## src/rtl/fifo_drain_ctrl.sv

```systemverilog
// fifo_drain_ctrl: read-side controller for the synchronous FIFO.
// The FIFO returns data one cycle after it is popped. Popped words go into a
// 2-entry skid buffer and leave through a valid/ready port.
//
// Handshake: a word is transferred on any rising edge where valid_out and
// ready_in are both 1. valid_out does not depend on ready_in. While valid_out
// is 1, data_out stays stable until that word is transferred.
module fifo_drain_ctrl #(
  parameter int DATA_W = 4,
  parameter int CNT_W  = 8
) (
  input  logic              clk,
  input  logic              reset,
  input  logic              enable,
  input  logic              fifo_empty,
  input  logic              fifo_error,
  input  logic [DATA_W-1:0] fifo_data,
  output logic              fifo_read,
  output logic [DATA_W-1:0] data_out,
  output logic              valid_out,
  input  logic              ready_in,
  output logic [CNT_W-1:0]  words_out,
  output logic [1:0]        state_out,
  output logic              err
);

  typedef enum logic [1:0] {
    IDLE = 2'd0,
    RUN  = 2'd1,
    STOP = 2'd2,
    ERR  = 2'd3
  } state_t;

  state_t            state;
  logic [1:0]        occ;       // words held in the skid buffer
  logic              inflight;  // a pop issued last cycle returns data now
  logic [DATA_W-1:0] tail_word; // second skid entry; data_out is the head
  logic              xfer;
  logic [2:0]        occ_proj;
  logic [1:0]        wr_pos;

  assign valid_out = (occ != 2'd0) & ~reset;
  assign xfer      = valid_out & ready_in;
  assign state_out = state;

  // Occupancy after this edge. A transfer only happens when occ >= 1,
  // so the result cannot go negative.
  assign occ_proj = {1'b0, occ} + {2'b00, inflight} - {2'b00, xfer};

  // The returning word goes into the first free slot left after the head
  // is removed.
  assign wr_pos = occ - {1'b0, xfer};

  // Pop only when a free slot is guaranteed for the word one cycle later.
  assign fifo_read = ~reset & (state == RUN) & ~fifo_empty & ~fifo_error &
                     (occ_proj < 3'd2);

  // Control FSM and sticky error flag.
  always_ff @(posedge clk) begin
    if (reset) begin
      state <= IDLE;
      err   <= 1'b0;
    end else begin
      if (fifo_error && state != ERR) begin
        err <= 1'b1;
      end
      case (state)
        IDLE: begin
          if (fifo_error)  state <= ERR;
          else if (enable) state <= RUN;
        end
        RUN: begin
          if (fifo_error)   state <= ERR;
          else if (!enable) state <= STOP;
        end
        STOP: begin
          if (fifo_error)                          state <= ERR;
          else if (enable)                         state <= RUN;
          else if (occ == 2'd0 && !inflight)       state <= IDLE;
        end
        default: state <= ERR;
      endcase
    end
  end

  // Skid buffer, in-flight tracking and the transfer counter.
  always_ff @(posedge clk) begin
    if (reset) begin
      occ       <= 2'd0;
      inflight  <= 1'b0;
      data_out  <= '0;
      tail_word <= '0;
      words_out <= '0;
    end else begin
      inflight <= fifo_read;
      occ      <= occ_proj[1:0];
      if (xfer) begin
        data_out  <= tail_word;
        words_out <= words_out + 1'b1;
      end
      if (inflight) begin
        if (wr_pos == 2'd0) data_out  <= fifo_data;
        else                tail_word <= fifo_data;
      end
    end
  end

endmodule
```

## config.mk

```make
export PLATFORM = sky130hd
export DESIGN_NAME = fifo_drain_ctrl
export DESIGN_NICKNAME = d
export VERILOG_FILES = /design/src/rtl/fifo_drain_ctrl.sv
export SDC_FILE = /design/constraint.sdc
export NUM_CORES = 1
export LEC_CHECK = 0
export CORE_ASPECT_RATIO = 1.4
export CORE_MARGIN = 4
export CORE_UTILIZATION = 47
export DETAILED_ROUTE_END_ITERATION = 16
export PLACE_DENSITY_LB_ADDON = 0.2
export SLEW_MARGIN = 0
export SYNTH_ARGS = -nofsm -noshare
export SYNTH_HDL_FRONTEND = slang
export SYNTH_SLANG_ARGS = --single-unit
```

## constraint.sdc

```tcl
create_clock -name clk -period 2.4 [get_ports clk]
set_input_delay 0.24 -clock clk [delete_from_list [all_inputs] [get_ports clk]]
set_output_delay 0.24 -clock clk [all_outputs]
set_load 0.005 [all_outputs]
```

==> run summary <==
The share of post-route cells with drive strength above 1 is 0.170. Clock-pin slew was measured on the worst setup and hold paths at 0.12 ns. The first global-routing pass estimated 4000 um of wire. The run finished with clean final reports.

The tools report the global-route usage over all layers as 0.175. For the worst setup path, the data arrival time is 2.13 ns. The logs give 0 for the final max-slew violation count and 0.299 for the global-route met2 utilization. The tools report the cell at the root of the clock tree as sky130_fd_sc_hd__clkbuf_4.

The tools report the number of global-route vias before repair as 933. Detailed placement finished with a half-perimeter wire length of 1610 um. The sequential cells in the finished layout cover a total of 443 um^2. The largest clock skew in the final design was 0.0123 ns. The clock period could shrink to 2.37 ns. The filler cells instantiated in the layout total 159.

The relative area change from synthesis to final layout came out at 40.1%. The final worst-path cycle share came out at 0.986. The timing startpoint of the critical path is occ[0]. The placer's final routability congestion estimate was 0.757; the antenna violation net count after detailed routing was 0. The peak supply drop came out at 0.462 mV. Setup repair after global routing could not meet its margin everywhere.

The number of clock buffers added by TritonCTS is 3. The achievable clock frequency was 423 MHz; the worst max-slew margin expressed relative to the limit was 0.709. The analysis attributes to cell leakage a power of 0.521 nW. The source of the worst hold timing path was err. Of all nets on the critical path, the largest fanout is 3.

The most frequently used flop master after synthesis was sky130_fd_sc_hd__dfxtp_1. The class of the tightest hold or removal check was flip-flop to flip-flop. Worst slack at placement: -0.539 ns. In this run the core area contains 19 standard-cell rows. The data required time of the critical path is 2.16 ns, and the largest net degree at the start of global routing is 29. The hold violation count in the final report came out at 0. In this run, synthesis produced a sequential element count of 22. The average instance in the mapped netlist occupies 9.18 um^2.

The tools report the number of violations reported at the end of detailed-routing iteration 0 as 13. In this run, synthesis inferred 0 flip-flops with an integrated enable. The fraction of registers with async set or reset after synthesis is 0, and the final critical-path setup slack is 0.0344 ns.

The run gives 0.428 as the share of the yosys chip area belonging to registers. The logs give 0.509 for the initial core utilization and 112 for the synthesized instance count. The run gives 168 as the filler-free cell count of the finished design. 27 I/O pins were placed. Using the TritonRoute via totals, the vias-per-cell ratio works out to 5.38. In this run the vertical extent of the chip is 63.4 um. The final layout contains 161 nets. For the worst-skew pair, the clock arrives at the later sink with an insertion delay of 0.31 ns. The number of antenna violations at the first check in global routing was 0; the sum of negative setup slack was 0 ns. The largest single stage delay on the critical path is 0.44 ns. For the post-layout total power, the log shows 758 uW. The tools report the startpoint of the most critical register-to-register path as occ[0].

For this design, the CTS-stage hold fixing added 0 buffers. The number of iterations in the first detailed-routing pass is 4. The run gives 125 as the net count after synthesis. For this run, design rule violations remaining after detail routing come to 0. The signal on the critical path passes through nor2_2, or3_4, nand2_4, ha_4, fa_1, nor4_2, buf_2.

Leaving out fill and tap cells, the most frequent cell in the layout is sky130_fd_sc_hd__clkdlybuf4s50_1. The worst setup path is launched from a flip-flop. The count of input and output buffers works out to 26. The repair_antennas step left the layout with diodes totalling 0. The tree built by TritonCTS fans out to 22 sinks. The count of different cell masters after synthesis came out at 30. The critical path in this run is classified as flip-flop to output pin.

The synthesized design spends more area on one cell type than any other, namely sky130_fd_sc_hd__dfxtp_1. Summing over every cut layer, the via total after detailed routing is 903. TritonCTS built the clock tree. After synthesis the cells add up to 1030 um^2. Across the run, the number of max-cap violations was 0. Die boundary width: 47.5 um.

The area share of the largest cell type after synthesis works out to 0.428. In the final layout, the multi-input gates occupy 588 um^2. Counting tap cells, the placed design contains a total of 164 instances. The count of cells along the worst hold path came out at 2. The met3 global-route usage was 0.0313. By area the synthesized netlist is led by sky130_fd_sc_hd__dfxtp_1 43%, sky130_fd_sc_hd__mux2i_1 8.8%, sky130_fd_sc_hd__nand2b_1 6.1%. STA classifies the critical path endpoint as an output pin. The final global-route overflow total was 0; the worst-margin pin slew was 0.436 ns. The setup violation total in the final timing report is 0, and the routed wire length is 2270 um. The worst hold slack across all endpoints is 0.483 ns. The average detailed-routed wire length per instance came out at 13.5 um. The clock passes through at most 2 buffers.

The top cell types in the final layout, fill and taps aside, are 23 x sky130_fd_sc_hd__clkdlybuf4s50_1, 20 x sky130_fd_sc_hd__dfxtp_1, 13 x sky130_fd_sc_hd__nor2_1. The number of levels the H-tree was split into was 1. The number of cells on the worst reg-to-reg path is 6. In this run the power density over the cells is 526 nW/um^2. The tools report the area of the die as 3010 um^2. For this run, the number of Yosys warnings is 0. Highest-utilization routing layer at the global route stage: met2. The area of the core was 2020 um^2; the routing usage on met1 was 0.207.

The highest-delay cell along the critical path was sky130_fd_sc_hd__fa_1.
[worst paths after layout]
path,slack (ns),endpoint
worst max-delay path,0.03,fifo_read
worst min-delay path,0.48,err
worst max register to register,0.57,inflight
worst min register to register,0.48,err
[layer usage]
metal | wire (um) | up-vias
met1 | 940 | 420
met3 | 129 | 7
met2 | 1150 | 26
met5 | 0 | -
met4 | 56 | 0
li1 | - | 450
[kinds of logic after synthesis]
| logic type | Yosys count | synth area share |
|---|---|---|
| xor gates and xnor gates | 6 | 0.0511 |
| adders and majority gates | 3 | 0.0438 |
| buffers and inverters | 7 | 0.0328 |
| muxes | 9 | 0.0876 |
| and+or+nand+nor | 49 | 0.264 |
| AOI/OAI and AO/OA | 16 | 0.0925 |
| DFF | 22 | 0.428 |
[state kept, by name, summed over array words and instances, names as in the netlist]
register,count
inflight,1
tail_word,4
occ,2
data_out,4
state_out,2
words_out,8
err,1
[metrics by stage]
| stage | utilization | instance area (um^2) |
|---|---|---|
| floorplan | - | 1030 |
| global placement | 0.673 | 1360 |
| detailed placement | 0.673 | 1360 |
| CTS | 0.711 | 1440 |
| global route | 0.713 | 1440 |
| finish | 0.713 | 1440 |
[synthesized netlist by cell type, types with 3 or more instances]
master,instances
sky130_fd_sc_hd__o21ai_0,5
sky130_fd_sc_hd__xnor2_1,4
sky130_fd_sc_hd__mux2i_1,9
sky130_fd_sc_hd__nand2b_1,10
sky130_fd_sc_hd__nand2_1,6
sky130_fd_sc_hd__inv_1,3
sky130_fd_sc_hd__dfxtp_1,22
sky130_fd_sc_hd__nor2_1,14
sky130_fd_sc_hd__or3_1,3
sky130_fd_sc_hd__a211oi_1,4
sky130_fd_sc_hd__a21oi_1,5
sky130_fd_sc_hd__clkbuf_1,3
sky130_fd_sc_hd__nor4_1,3
[worst max-delay path: cells and delay by family, from the launching register on]
kind	cells	cell delay [ns]
DFF	1	0.36
buffers and inverters	1	0.15
and+or+nand+nor	4	0.74
adders and majority gates	2	0.56
[cell type report]
| type | instances | share of cell area |
|---|---|---|
| flip-flops and latches | 22 | 0.307 |
| clock buffers | 3 | 0.0156 |
| multi-input cells | 83 | 0.408 |
| clock inverters | 1 | 0.0208 |
| repair buffers | 35 | 0.222 |
| inverters | 3 | 0.00781 |
| well taps | 21 | 0.0182 |
[power by group]
group | switching [mW] | internal [mW]
combinational | 0.0399 | 0.0512
clock | 0.118 | 0.169
sequential | 0.00588 | 0.374
[repair_timing]
| item | 4_1_cts | 5_1_grt |
|---|---|---|
| buffers inserted | 0 | 0 |
| gates resized for setup | 14 | 2 |
| endpoints found under the hold margin | 0 | 0 |
| setup endpoints to repair | 1 | 1 |
| pin swaps | 4 | 1 |
No activity file was read; power rests on OpenSTA's default activity.
